### src/rtl/ldl_pkg.sv
// ldl_pkg: shared LDL-stage types, default widths and saturation limits.
package ldl_pkg;

    typedef enum logic [1:0] {IDLE, ISSUE, WAIT, OUT} state_t;

    localparam int LDL_W    = 16;
    localparam int LDL_FRAC = 8;
    localparam int LDL_TAGW = 8;

    function automatic logic [63:0] sat_pos_max(input int w);
        return (64'd1 << (w - 1)) - 64'd1;
    endfunction

    // Magnitude of the most negative value; its low w bits are also its two's-complement pattern.
    function automatic logic [63:0] sat_neg_min(input int w);
        return 64'd1 << (w - 1);
    endfunction

endpackage

### src/rtl/ldl_sign_mag.sv
// ldl_sign_mag: splits a signed value into sign and W-bit unsigned magnitude.
module ldl_sign_mag #(
    parameter int W = 16
) (
    input  logic [W-1:0] x,
    output logic         neg,
    output logic [W-1:0] mag
);

    assign neg = x[W-1];
    assign mag = neg ? -x : x;

endmodule

### src/rtl/ldl_div_feeder.sv
// ldl_div_feeder: signed Q-format front end for the unsigned sequential divider.
// Define LDL_DIV_ROUND_EN for round-half-away-from-zero; default truncates toward zero.
module ldl_div_feeder
    import ldl_pkg::*;
#(
    parameter int W    = LDL_W,
    parameter int FRAC = LDL_FRAC,
    parameter int TAGW = LDL_TAGW,
    parameter int DW   = W + FRAC
) (
    input  logic            clk,
    input  logic            rst,
    input  logic            in_valid,
    output logic            in_ready,
    input  logic [W-1:0]    in_num,
    input  logic [W-1:0]    in_den,
    input  logic [TAGW-1:0] in_tag,
    output logic            out_valid,
    input  logic            out_ready,
    output logic [W-1:0]    out_q,
    output logic [TAGW-1:0] out_tag,
    output logic            out_zero_err,
    output logic            out_sat,
    output logic            div_start,
    output logic [DW-1:0]   div_dividend,
    output logic [DW-1:0]   div_divisor,
    input  logic [DW-1:0]   div_quotient,
    input  logic [DW-1:0]   div_remainder,
    input  logic            div_valid
);

    localparam logic [63:0] POS64 = sat_pos_max(W);
    localparam logic [63:0] NEG64 = sat_neg_min(W);

    state_t         state, next_state;
    logic           sgn, armed, num_neg, den_neg, sat_c;
    logic [W-1:0]   num_mag, den_mag, num_abs, den_abs, q_c;
    logic [DW:0]    mag;

    ldl_sign_mag #(.W(W)) u_num (.x(in_num), .neg(num_neg), .mag(num_abs));
    ldl_sign_mag #(.W(W)) u_den (.x(in_den), .neg(den_neg), .mag(den_abs));

    assign in_ready     = state == IDLE;
    assign out_valid    = state == OUT;
    assign div_start    = state == ISSUE;
    assign div_dividend = {num_mag, {FRAC{1'b0}}};
    assign div_divisor  = {{FRAC{1'b0}}, den_mag};

`ifdef LDL_DIV_ROUND_EN
    assign mag = {1'b0, div_quotient} +
                 {{DW{1'b0}}, ({div_remainder, 1'b0} >= {{(FRAC+1){1'b0}}, den_mag})};
`else
    logic unused_rem;
    assign unused_rem = ^div_remainder;
    assign mag = {1'b0, div_quotient};
`endif

    // Negative results may reach 2^(W-1); positive ones stop at 2^(W-1)-1.
    assign sat_c = sgn ? (mag > NEG64[DW:0]) : (mag > POS64[DW:0]);
    assign q_c   = sat_c ? (sgn ? NEG64[W-1:0] : POS64[W-1:0])
                         : (sgn ? -mag[W-1:0] : mag[W-1:0]);

    always_ff @(posedge clk)
        state <= rst ? IDLE : next_state;

    always_comb begin
        next_state = state;
        case (state)
            IDLE:    if (in_valid) next_state = (in_den == '0) ? OUT : ISSUE;
            ISSUE:   next_state = WAIT;
            WAIT:    if (armed && div_valid) next_state = OUT;
            OUT:     if (out_ready) next_state = IDLE;
            default: next_state = IDLE;
        endcase
    end

    always_ff @(posedge clk) begin
        if (rst) begin
            sgn          <= 1'b0;
            armed        <= 1'b0;
            num_mag      <= '0;
            den_mag      <= '0;
            out_tag      <= '0;
            out_q        <= '0;
            out_zero_err <= 1'b0;
            out_sat      <= 1'b0;
        end else begin
            // The divider's valid is stale in the first WAIT cycle, so only trust it once armed.
            armed <= state == WAIT;
            if (state == IDLE && in_valid) begin
                sgn          <= num_neg ^ den_neg;
                num_mag      <= num_abs;
                den_mag      <= den_abs;
                out_tag      <= in_tag;
                out_zero_err <= in_den == '0;
                out_sat      <= in_den == '0;
                out_q        <= num_neg ? NEG64[W-1:0] : POS64[W-1:0];
            end
            if (state == WAIT && armed && div_valid) begin
                out_q   <= q_c;
                out_sat <= sat_c;
            end
        end
    end

endmodule
### config.mk
export PLATFORM = sky130hd
export DESIGN_NAME = ldl_div_feeder
export DESIGN_NICKNAME = d
export VERILOG_FILES = /design/src/rtl/ldl_pkg.sv /design/src/rtl/ldl_sign_mag.sv /design/src/rtl/ldl_div_feeder.sv
export SDC_FILE = /design/constraint.sdc
export NUM_CORES = 1
export LEC_CHECK = 0
export ABC_AREA = 1
export CAP_MARGIN = 40
export CORE_MARGIN = 1
export CORE_UTILIZATION = 45
export CTS_CLUSTER_DIAMETER = 120
export DETAILED_ROUTE_END_ITERATION = 10
export MAX_ROUTING_LAYER = met4
export PLACE_DENSITY = 0.85
export SETUP_SLACK_MARGIN = 0.15
export SLEW_MARGIN = 40
export SYNTH_ARGS = -nofsm -noshare
export SYNTH_HDL_FRONTEND = slang
export SYNTH_SLANG_ARGS = --single-unit
### constraint.sdc
create_clock -name clk -period 5.2 [get_ports clk]
set_clock_uncertainty 0.2 [all_clocks]
set_input_delay 0.52 -clock clk [delete_from_list [all_inputs] [get_ports clk]]
set_output_delay 0.52 -clock clk [all_outputs]
set_load 0.01 [all_outputs]
* Word level (Yosys, flattened, before mapping)
Index checks and enable logic that the tools add are counted.
Word-level totals: output and inout bits 77, register bits 62, input bits 93, logic and storage cells 45
Operators by class: add/subtract/negate cells 3, mux-type cells 16, order comparisons 2, bitwise operators 1, equal/unequal tests 6, reductions and logical operators 8
Operators by type and width (number):
- 16-bit 2-to-1 mux | 8
- 16-bit negation | 3
- 24-bit by 15-bit > comparator with 1-bit output (second input constant) | 1
- 24-bit by 16-bit > comparator with 1-bit output (second input constant) | 1
- 16-bit logical NOT | 1
- 2-bit 2-to-1 mux | 4
- 2-bit one-hot mux with 4 select lines | 1
- 2-bit == test (second input constant) | 2
- 1-bit logical AND | 4
- 2-bit != test (second input constant) | 2
- 1-bit 2-to-1 mux | 3
- 3-bit AND reduction | 1
- 2-bit by 1-bit == test with 1-bit output (second input constant) | 1
- 2-bit logical NOT | 1
- 2-bit by 1-bit != test with 1-bit output (second input constant) | 1
- 2-bit nonzero test | 1
- 1-bit XOR | 1

* Longest topological paths before layout
depth after elaboration 4, depth in mapped cells 13, depth with buffers taken out 13

* By module
Synthesis repeated with hierarchy kept, for this count alone.
Unflattened totals: cells, all modules 650, area, all modules 4087.7 µm²
By module, submodules not included:
- ldl_div_feeder | area an instance 3181.8 µm², cells each 460, times used 1, seq. area each 1241.2 µm²
- ldl_sign_mag | area an instance 452.9 µm², cells each 95, times used 2, seq. area each 0.0 µm²

* Least setup slack after synthesis
No wires, ideal clock.
path kind input-to-reg, start point input div_quotient[0], end point register out_q[2], slack 3152 ps, arrival 1711 ps, required time 4864 ps, stages 12, path through inv_1 ha_1 nand2_2 nor2_4 nand3_2 a21oi_4 inv_2 nand2_4 buf_8 nand2_1 nand2_1 a21oi_2
Between the ends: longest elaborated chain between the ends 4
RTL lines:
- from (decl) | line ldl_div_feeder.sv:27 | input logic [DW-1:0] div_quotient,
- 24-bit by 15-bit > comparator with 1-bit output, or another cell as far along | line ldl_div_feeder.sv:59 | assign sat_c = sgn ? (mag > NEG64[DW:0]) : (mag > POS64[DW:0]);
- 1-bit 2-to-1 mux or 16-bit 2-to-1 mux (tied branches) | line ldl_div_feeder.sv:59, ldl_div_feeder.sv:61
- 16-bit 2-to-1 mux * | line ldl_div_feeder.sv:60 | assign q_c = sat_c ? (sgn ? NEG64[W-1:0] : POS64[W-1:0])
- 16-bit 2-to-1 mux * | line ldl_div_feeder.sv:99 | if (state == WAIT && armed && div_valid) begin
- to (signal assigned) | line ldl_div_feeder.sv:97 | out_q <= num_neg ? NEG64[W-1:0] : POS64[W-1:0];
- to (signal assigned) | line ldl_div_feeder.sv:100 | out_q <= q_c;
- to (decl) | line ldl_div_feeder.sv:20 | output logic [W-1:0] out_q,
Mark *: on every way between the ends. The rest lies on a longest branch, timed or not. A chain may end at the register's enable or synchronous reset.

* Worst setup path in the final report
start point register state[0], end point register out_q[15]
Between the ends: longest elaborated chain between the ends 4
RTL lines:
- from (decl) | line ldl_div_feeder.sv:35 | state_t state, next_state;
- from (signal assigned) | line ldl_div_feeder.sv:64 | state <= rst ? IDLE : next_state;
- 2-bit == test | line ldl_div_feeder.sv:99
- 1-bit logical AND (2 in series) | line ldl_div_feeder.sv:99
- 16-bit 2-to-1 mux or 2-bit nonzero test (tied branches)
Several ways; a longest one is shown, not always the timed one.

==> flow_metrics.tcl <==
set metrics [dict create \
    cts_buffers 9 \
    core_area_um2 8258 \
    final_max_slew_viol_count 0 \
    async_reset_ff_share_pct 0 \
    final_area_um2 5288 \
    nets 804 \
    clockBufferDepth 2 \
    switchingPower_uw 480.1 \
    drt_first_pass_iters 4 \
    post-route-util_pct 64.03 \
    drv_cap 0 \
    synth_area_um2 3850 \
    ys_ff_latch 62 \
    arrival_ns 2.76 \
    finalCriticalPeriod_ns 2.693 \
    hp-class "flop to flop" \
    finalWeightedCongestion 0.8936 \
    die_x_um 94.50 \
    end_kind "flop" \
    flow.area_growth_from_synthesis_pct 37.34 \
    clk_pin_slew_ns 0.07 \
    p_int_uw 1008 \
    placedInstanceArea_um2 5099 \
    pwr-share-seq_pct 38.8 \
    synth-edff-count 0 \
    cts_resized 0 \
    cp_max_fo 21 \
    htreeDepth 3 \
    holdPathStages 2 \
    synthFlopType "dfxtp_1" \
    detail_route.wl_per_cell_um 12.62 \
    design.die.area_um2 8929 \
    hold_ws_ns 0.2809 \
    power.static_leakage_uw 0.002298 \
    grt_max_degree 49 \
    drive_gt1_share_pct 5.791 \
    grt_pass1_vias 3692 \
    hold_buffers 0 \
    timing.rr.start "state[0]$_SDFFE_PP0P_" \
    r2r-end "out_q[15]$_SDFFE_PP0P_" \
    finalCritPeriodShare_pct 51.79 \
    pwr-share-clk_pct 27.7 \
    hold_viol 0 \
    grt-ovfl-total 0 \
    wirelength_mm 10.26 \
    io_pins 170 \
    postRouteAntennaNets 0 \
    critPathKind "flop to flop" \
    clock.fmax_ghz 0.3714 \
    syn_avg_cell_area_um2 6.525 \
    start_util_pct 46.62 \
    vdd_ir_drop_max_v 0.0001472 \
    slew_headroom_pct 48.61 \
    synthCells 590 \
    drtIter0Drc 193 \
    crit_start "state[0]$_SDFFE_PP0P_" \
    setup_tns_ns 0 \
    crit_path_start_kind "flop" \
    stdcell_count 813 \
    yosys_warnings 0 \
    rows 33 \
    grt_pass1_wl_mm 16.33 \
    ys_types 36 \
    layout_common_cells "130 x nand2_1, 129 x clkdlybuf4s50_1, 68 x inv_1" \
    swShare_pct 32.25 \
    diodes 0 \
    final_common_cell "nand2_1" \
    clkSinkCount 62 \
    ys_seq_area_share_pct 32.24 \
    tightest_slew_ns 0.7686 \
    dp.final_hpwl_mm 7.441 \
    combPwrFrac_pct 33.5 \
    via_per_inst 5.026 \
    track_usage_pct 23.82 \
    dp.cells 798 \
    drc_errors 0 \
    crit_end "out_q[15]$_SDFFE_PP0P_" \
    worstRegToRegCells 7 \
    fp.dieH_um 94.50 \
    vias 4086 \
    rsz0062_at_grt "false" \
    root_buffer "clkbuf_8" \
    cp.required_ns 5.27 \
    setup_violations 0 \
    status "completed" \
    io_buffer_count 129 \
    cts_setup_buffers 0 \
    rrSetupSlack_ns 2.51 \
    cts_tree "built" \
    power.density_nw_per_um2 281.5 \
    clk_latency_ns 0.34 \
    antenna_found_initial 0 \
]
how the worst min path moves through the flow:
stage / from / end / slack, ns
after CTS: out_zero_err$_SDFFE_PP0P_ / out_zero_err$_SDFFE_PP0P_ / 0.29
after global placement: out_zero_err$_SDFFE_PP0P_ / out_zero_err$_SDFFE_PP0P_ / 0.26
final: out_zero_err$_SDFFE_PP0P_ / out_zero_err$_SDFFE_PP0P_ / 0.28
after global routing: out_zero_err$_SDFFE_PP0P_ / out_zero_err$_SDFFE_PP0P_ / 0.30
after detailed placement: out_tag[4]$_SDFFE_PP0P_ / out_tag[4]$_SDFFE_PP0P_ / 0.28
after floorplan: out_zero_err$_SDFFE_PP0P_ / out_zero_err$_SDFFE_PP0P_ / 0.29
cell families after synthesis:
logic type / count (synthesis) / share of synthesized area, %
AND/OR/NAND/NOR: 272 / 30.35
buffers and inverters: 116 / 13.58
AO/OA/AOI/OAI: 108 / 15.99
flip-flops: 62 / 32.24
XOR/XNOR: 24 / 5.460
adder cells (fa/ha/maj): 7 / 2.275
other: 1 / 0.09740
stage by stage:
stage | power [µW] | worst slack, ns
after CTS | 1496 | 2.468
after detailed placement | 1083 | 2.205
after global routing | 1580 | 2.283
after floorplan | 861.5 | 3.152
after global placement | 1067 | 2.276
final | 1489 | 2.507
Yosys cell counts, types with 3 or more instances:
cell	number	area share, %
xnor2_1	3	0.68
nor2_2	4	0.65
a21oi_2	8	1.8
clkbuf_1	22	2.1
or2_2	3	0.49
o21ai_0	47	6.1
o211ai_1	4	0.78
nor3_1	8	1.0
nand3b_1	3	0.58
nand2_1	130	13
nand4_1	10	1.6
inv_1	70	6.8
nand3_1	46	6.0
dfxtp_1	62	32
a21oi_1	36	4.7
xor2_1	21	4.8
nor2_1	63	6.1
a31oi_1	7	1.1
buf_4	18	3.5
ha_1	7	2.3
area by class of cell:
type | instances | area, µm²
fillers | 744 | 2970
clock inverters | 4 | 47.55
inverters | 72 | 270.3
repair buffers | 132 | 1314
multi-input cells | 427 | 2142
flip-flops and latches | 62 | 1241
clock buffers | 11 | 141.4
well taps | 105 | 131.4
power groups by stage:
stage               Sequential [µW]  Combinational [µW]  Clock [µW]
finish                          577                 499         412
floorplan                       606                 256           0
detailed placement              587                 496           0
CTS                             577                 500         420
global placement                584                 483           0
global route                    585                 556         439
state kept, by name (all words and copies together), names as in the netlist:
signal	cells
armed	1
den_mag	16
num_mag	16
out_q	16
out_sat	1
out_tag	8
out_zero_err	1
sgn	1
state	2
routing by layer:
layer	track usage [%]	part of all wire, %	wire length [µm]
met4	9.848	1.4	144
met3	3.221	7.8	805
met5	-	0	0
met1	27.16	42	4307
met2	41.85	49	5001
critical path, cell delays in order (launching register included):
cell and delay, ns:
dfxtp_1 0.39, inv_1 0.08, ha_1 0.21, nand3_1 0.54, clkinv_1 0.63, o31ai_1 0.37
inv_1 0.06, a21oi_1 0.13
(Power assumes the default switching activity.)
